### config.mk
export PLATFORM = sky130hd
export DESIGN_NAME = vga_vram_arbiter
export DESIGN_NICKNAME = d
export VERILOG_FILES = /design/src/rtl/vga_vram_arbiter.sv
export SDC_FILE = /design/constraint.sdc
export NUM_CORES = 1
export LEC_CHECK = 0
export BUFFER_PORTS_ARGS = -buffer_cell sky130_fd_sc_hd__buf_4
export CAP_MARGIN = 20
export CORE_AREA = 2 2 132 102
export CTS_CLUSTER_SIZE = 8
export DETAILED_ROUTE_END_ITERATION = 8
export DIE_AREA = 0 0 134 104
export GPL_ROUTABILITY_DRIVEN = 1
export PLACE_DENSITY = 0.74
export REMOVE_ABC_BUFFERS = 1
export SLEW_MARGIN = 20
export SYNTH_ARGS = -nofsm -noshare
export SYNTH_HDL_FRONTEND = slang
export SYNTH_SLANG_ARGS = --single-unit
export TNS_END_PERCENT = 30
### constraint.sdc
create_clock -name ck -period 2.6 [get_ports ck]
set_input_delay 0.52 -clock ck [delete_from_list [all_inputs] [get_ports ck]]
set_output_delay 0.52 -clock ck [all_outputs]
set_load 0.005 [all_outputs]
### src/rtl/vga_vram_arbiter.sv
// vga_vram_arbiter
//   Shares one single-port, synchronous-read video RAM between the display
//   fetch path (absolute priority) and a FIFO-buffered host write port that
//   drains only in cycles the display does not need the memory.
//
// Ports
//   ck, reset        clock; synchronous active-high reset
//   active           horizontal visible-area flag
//   position         horizontal pixel index (valid while active)
//   newline          one-cycle pulse at end of each line
//   frame_start      one-cycle pulse before the first line of a frame
//   row_active       current line is inside the vertical visible area
//   host_valid/ready host write handshake (ready = !full, 0 in reset)
//   host_addr/data   host write address / data
//   mem_addr/we/wdata  RAM command, combinational from the slot decision
//   mem_rdata        RAM read data, valid one cycle after the address
//   pix_data/valid   pixel output, two cycles after the display read
//   fifo_level       host FIFO occupancy
//   drop_count       saturating count of discarded out-of-range host writes
module vga_vram_arbiter #(
  parameter int unsigned H_VISIBLE  = 800,
  parameter int unsigned V_VISIBLE  = 600,
  parameter int unsigned DATA_W     = 8,
  parameter int unsigned ADDR_W     = 19,
  parameter int unsigned FIFO_DEPTH = 4
) (
  input  logic                          ck,
  input  logic                          reset,
  input  logic                          active,
  input  logic [11:0]                   position,
  input  logic                          newline,
  input  logic                          frame_start,
  input  logic                          row_active,
  input  logic                          host_valid,
  output logic                          host_ready,
  input  logic [ADDR_W-1:0]             host_addr,
  input  logic [DATA_W-1:0]             host_data,
  output logic [ADDR_W-1:0]             mem_addr,
  output logic                          mem_we,
  output logic [DATA_W-1:0]             mem_wdata,
  input  logic [DATA_W-1:0]             mem_rdata,
  output logic [DATA_W-1:0]             pix_data,
  output logic                          pix_valid,
  output logic [$clog2(FIFO_DEPTH):0]   fifo_level,
  output logic [7:0]                    drop_count
);

  localparam int unsigned PTR_W = (FIFO_DEPTH > 1) ? $clog2(FIFO_DEPTH) : 1;
  localparam int unsigned LVL_W = $clog2(FIFO_DEPTH) + 1;
  localparam logic [ADDR_W:0]     PIX_TOTAL = (ADDR_W+1)'(H_VISIBLE * V_VISIBLE);
  localparam logic [ADDR_W-1:0]   LINE_STEP = ADDR_W'(H_VISIBLE);
  localparam logic [LVL_W-1:0]    LVL_FULL  = LVL_W'(FIFO_DEPTH);
  localparam logic [PTR_W-1:0]    PTR_LAST  = PTR_W'(FIFO_DEPTH - 1);

  typedef enum logic [1:0] {
    SLOT_IDLE,
    SLOT_DISPLAY,
    SLOT_DRAIN
  } slot_t;

  slot_t              slot;
  logic [ADDR_W-1:0]  fifo_addr [FIFO_DEPTH];
  logic [DATA_W-1:0]  fifo_data [FIFO_DEPTH];
  logic [PTR_W-1:0]   wr_ptr;
  logic [PTR_W-1:0]   rd_ptr;
  logic [LVL_W-1:0]   level;
  logic [ADDR_W-1:0]  line_base;
  logic               disp_d1;
  logic               full;
  logic               empty;
  logic               push;
  logic               pop;
  logic [ADDR_W-1:0]  head_addr;
  logic [DATA_W-1:0]  head_data;
  logic               head_in_range;

  function automatic logic [PTR_W-1:0] ptr_next(input logic [PTR_W-1:0] p);
    return (p == PTR_LAST) ? '0 : p + PTR_W'(1);
  endfunction

  assign full          = (level == LVL_FULL);
  assign empty         = (level == '0);
  assign host_ready    = ~reset & ~full;
  // A full FIFO never accepts, even when the head pops in the same cycle.
  assign push          = host_valid & host_ready;
  assign head_addr     = fifo_addr[rd_ptr];
  assign head_data     = fifo_data[rd_ptr];
  assign head_in_range = ({1'b0, head_addr} < PIX_TOTAL);
  assign fifo_level    = level;

  // Display owns the RAM whenever it is in the visible area; the host only
  // gets leftover cycles, so a display read can never race a queued write.
  always_comb begin
    slot = SLOT_IDLE;
    if (reset)
      slot = SLOT_IDLE;
    else if (active && row_active)
      slot = SLOT_DISPLAY;
    else if (!empty)
      slot = SLOT_DRAIN;
  end

  assign pop = (slot == SLOT_DRAIN);

  always_comb begin
    mem_addr  = '0;
    mem_we    = 1'b0;
    mem_wdata = '0;
    unique case (slot)
      SLOT_DISPLAY: mem_addr = line_base + ADDR_W'(position);
      SLOT_DRAIN: begin
        // Out-of-range entries still pop, but never reach the RAM.
        if (head_in_range) begin
          mem_addr  = head_addr;
          mem_we    = 1'b1;
          mem_wdata = head_data;
        end
      end
      default: ;
    endcase
  end

  always_ff @(posedge ck) begin
    if (push) begin
      fifo_addr[wr_ptr] <= host_addr;
      fifo_data[wr_ptr] <= host_data;
    end
  end

  always_ff @(posedge ck) begin
    if (reset) begin
      wr_ptr     <= '0;
      rd_ptr     <= '0;
      level      <= '0;
      line_base  <= '0;
      drop_count <= '0;
      disp_d1    <= 1'b0;
      pix_valid  <= 1'b0;
      pix_data   <= '0;
    end else begin
      if (push)
        wr_ptr <= ptr_next(wr_ptr);
      if (pop)
        rd_ptr <= ptr_next(rd_ptr);

      if (push && !pop)
        level <= level + LVL_W'(1);
      else if (pop && !push)
        level <= level - LVL_W'(1);

      // frame_start has precedence over a coincident newline.
      if (frame_start)
        line_base <= '0;
      else if (newline && row_active)
        line_base <= line_base + LINE_STEP;

      if (pop && !head_in_range && (drop_count != 8'hFF))
        drop_count <= drop_count + 8'd1;

      // Read issued in t, RAM data in t+1, pixel register visible in t+2.
      disp_d1   <= (slot == SLOT_DISPLAY);
      pix_valid <= disp_d1;
      pix_data  <= disp_d1 ? mem_rdata : '0;
    end
  end

endmodule

* Word level (Yosys, flattened, before mapping)
Memory sizes are Yosys's and may differ from the RTL's. A register that Yosys moved wholly into a read port is not among the register bits.
Cells that the tools add are included.
** Cells by class
- Add/sub/neg operators :: 7
- Magnitude comparators :: 1
- Equal/unequal tests :: 6
- Muxes and demuxes :: 19
- Bitwise operators :: 5
- Reduce and logical (&&, ||, !) cells :: 13
** Operators by type and width (count)
- one-hot mux 19 bit (2 select lines) :: 1
- adder 19 x 10 -> 19 bit, second input constant :: 1
- adder 19 x 12 -> 19 bit :: 1
- < comparator 19 bit, second input constant :: 1
- 2-to-1 mux 19 bit :: 1
- 2-to-1 mux 2 bit :: 9
- 2-to-1 mux 8 bit :: 2
- adder 8 x 1 -> 8 bit, second input constant :: 1
- inequality test 8 bit, second input constant :: 1
- == test 2 bit, second input constant :: 3
- logical AND 1 bit :: 6
- 2-to-1 mux 3 bit :: 2
- adder 2 x 1 -> 2 bit, second input constant :: 2
- 2-to-1 mux 1 bit :: 4
- OR reduction 2 bit :: 2
- adder 3 x 1 -> 3 bit, second input constant :: 1
- == test 3 bit, second input constant :: 1
- logical NOT 1 bit :: 3
- logical NOT 3 bit :: 1
- NOT 1 bit :: 3
- subtractor 3 x 1 -> 3 bit, second input constant :: 1
- AND 1 bit :: 2
- == test 2 x 1 -> 1 bit, second input constant :: 1
- nonzero test 2 bit :: 1
** Storage, ports and cells
- Register bits :: 44
- Bits in writable memories :: 108
- Word-level logic and storage cells :: 61
- Memories :: 2
** Memory list
- fifo_addr :: depth 4, bits a word 19, read ports 1, clocked after Yosys merged registers in 1, write ports 1, RTL line 62 : logic [ADDR_W-1:0] fifo_addr [FIFO_DEPTH];
- fifo_data :: depth 4, bits a word 8, read ports 1, clocked after Yosys merged registers in 1, write ports 1, RTL line 63 : logic [DATA_W-1:0] fifo_data [FIFO_DEPTH];

* Logic depth before layout (Yosys ltp)
- Depth in word-level cells :: 8
- Mapped depth :: 10

* Least setup slack after synthesis
Ideal clock, no wire load.
- Path kind :: flip-flop to output port
- Start :: register (tool-made name)
- End :: output port mem_addr[13]
- Data arrival time :: 2.055 ns
- Required time :: 2.080 ns
- Slack :: 0.025 ns
- Cell stages (with the launch flop) :: 9
- Path buffers :: 2
- Cells stage by stage :: dfxtp_1 buf_6 mux4_2 nor4_2 a21oi_4 a21oi_4 buf_6 nand2_1 o21ai_1
** RTL lines
- to (decl) :: RTL line 38 : output logic [ADDR_W-1:0] mem_addr,

==> results.md <==
* YS warnings at 0
* Seq/Total Area, Yosys at 0.645
* Cell count after synthesis at approximately 430
* CTS HTree Levels at 4
* Worst setup EP type: primary output
* Post-synth top cells: 108 x edfxtp_1, 41 x dfxtp_1, 30 x nand2_1
* Post-route setup TNS at -12.42 ns
* Worst-Skew Late Latency at between 0.4 and 0.5 ns
* Cell Pwr Density at ~880 mW/mm2
* Worst-path clk slew at 0.06 ns
* Dpl cell area at 0.00749 mm2
* Worst hold start: mem_rdata[3]
* Failing checks: setup timing
* Register area at 0.00407 mm2
* Diodes inserted at 0
* Fill cell count at 914
* Gate power share at 0.249
* Post-route clock period utilization at 1.19
* Largest net degree at the start of global routing at 28
* Worst Hold Path Cells at 2
* Final Cell Area at a little over 0.008 mm2
* Drt wl/cell at ~18 um
* Final Total Pwr at around 0.0072 W
* Cell taking the most area after synthesis: edfxtp_1
* Placer Congestion at 0.810
* Status: finished, violations left
* Vias per inst at between 5 and 6
* Power Internal at about 0.0053 W
* Maxcap violations at 0
* Routed Antenna Nets at 0
* Hold slack at between 0.3 and 0.4 ns
* Unique cell type count in the Yosys netlist at 48
* CTS Buf Count at 17
* Ys async rst share at 0
* Sw power at between 0.0015 and 0.002 W
* Fin. Hold Viols at 0
* Placed Instances at between 700 and 800
* Die ar. at approximately 0.014 mm2
* Crit-path max FO at 20
* Kind of critical path: flop to primary output
* DRC at 0
* Starting density of the core at 0.498
* Syn Area/Cell at ~15 um2
* Post-synth EDFFs at roughly 110
* Worst Path Required at about 2.1 ns
* Total grt overflow at 0
* Skew final at slightly above 0.01 ns
* Core ar. at about 0.013 mm2
* Max_slew headroom at 0.649
* Number of global-route vias before repair at between 4000 and 5000
* Non-filler cells, final at 754
* Tot GR Track Use at 0.205
* CTS tree: yes
* Largest cells by area after synthesis: edfxtp_1 51%, dfxtp_1 13%, mux4_2 9.6%
* # setup viols final at 28
* Via count at 4100
* First-pass detailed-route iteration total at 4
* Worst slew pin tran at between 0.5 and 0.6 ns
* Nets@finish at around 640
* Arrival time at the worst endpoint at between 2 and 3 ns
* First-pass GRT wire length at approximately 22000 um
* Sequential Power Share at 0.398
* LEAKAGE at 3.04 nW
* Clock power share at 0.353
* Top cell type's share of synthesized area at 0.514
* VDD IR max at 0.586 mV
* Fraction of layout cells with a size suffix above 1 at 0.367
* Std cell rows at 36
* Hold crit path type: input pin to flop
* Layout overhead on the synthesized area at 29.7%
* Detail Placement HPWL at 9240 um
* Final WS setup at -0.495 ns
* CP startpoint kind: flop
* Boundary Pins at approximately 100
* DIE WIDTH at 134 um
* Port Buf Inserts at between 100 and 150
* Synthesized flop and latch total at 149
* DR iter-0 viols at between 300 and 400
* Main synth FF type: edfxtp_1
* RSZ-0062 raised after global routing: yes
* Clk sinks at approximately 150
* Post-Syn Area at 0.00630 mm2
* R2R cell count at 10
* Top-count cell post-synth: edfxtp_1
* Root Driver: clkbuf_16
* Clock Path Buffers at 2
* WL final at 13700 um
* Max Clock Freq at 0.323 GHz
* Sw frac at 0.261
* Initial antenna violation count at 0
* Max-slew violations at 0
* Tmin final at 3.09 ns
* Die Y at 104 um
* Multi-input combinational cell area at 0.00213 mm2
==> worst max-delay path, stage by stage, from the launching register on <==
cell and delay, ns:
dfxtp_4 0.42, mux4_2 0.56, nor4_4 0.37, a21oi_4 0.12, a21oi_4 0.22, buf_12 0.18, nand2_1 0.07, o31ai_2 0.07
buf_4 0.16
==> per-stage QoR <==
stage | utilization | worst slack, ns
after floorplan | - | -0.978
after global placement | 0.592 | -0.170
after detailed placement | 0.592 | -0.232
after CTS | 0.645 | -0.490
after global routing | 0.646 | -0.580
final | 0.646 | -0.495
==> worst paths after layout <==
check / endpoint / slack [ns]
worst max-delay path: mem_addr[9] / -0.49
worst min-delay path: pix_data[3] / 0.31
worst max register to register: drop_count[5] / 0.26
worst min register to register: line_base[18] / 0.50
==> state kept, by name, summed over array words and instances (netlist names), named ones only <==
| signal | cells |
|---|---|
| fifo_level | 3 |
| pix_data | 8 |
| wr_ptr | 2 |
| fifo_data | 32 |
| pix_valid | 1 |
| disp_d1 | 1 |
| fifo_addr | 76 |
| drop_count | 8 |
| line_base | 14 |
| rd_ptr | 2 |
==> power by group through the flow <==
stage          clock [W]  sequential (W)  combinational (W)
6_report         0.00253         0.00285            0.00178
5_1_grt          0.00268         0.00287            0.00193
4_1_cts          0.00256         0.00285            0.00179
3_5_place_dp           0         0.00290            0.00170
3_3_place_gp           0         0.00289            0.00166
2_1_floorplan          0         0.00296           0.000803
==> timing repair <==
| action | 4_1_cts | 5_1_grt |
|---|---|---|
| resized for setup | 14 | 2 |
| pin swaps | 7 | 4 |
| setup buffers | 2 | 1 |
| setup endpoints to repair | 28 | 28 |
| hold buffers | 0 | 0 |
==> layout by cell type (no fill, tap or decap), types with 10 or more instances in the layout <==
cell       count
and2_1        16
xor2_1        21
edfxtp_1     108
dfxtp_1       39
buf_4        131
nand2_1       29
nand3_1       10
nor2_1        25
clkbuf_16     17
a21oi_1       13
mux4_2        27
inv_1         10
ha_1          14
==> cell type report <==
type                    instances  share of cell area
inverters                      11             0.00505
clock inverters                14              0.0225
multi-input cells             252               0.261
clock buffers                  18              0.0525
repair buffers                139               0.136
well taps                     171              0.0262
flip-flops and latches        149               0.498
==> cell families after synthesis <==
kind of cell / Yosys count / share of synthesized area
buf+inv: 27 / 0.0226
mux: 29 / 0.0996
simple gates: 120 / 0.0970
flops: 149 / 0.645
compound gates: 61 / 0.0653
xor+xnor: 25 / 0.0347
fa+ha+maj: 17 / 0.0361
==> per-layer routing <==
layer	track usage	part of all wire
met5	0	0
met4	0.0707	0.018
met3	0.0536	0.061
met2	0.327	0.49
met1	0.274	0.43
Note: power is estimated with default switching activity, not from simulation.
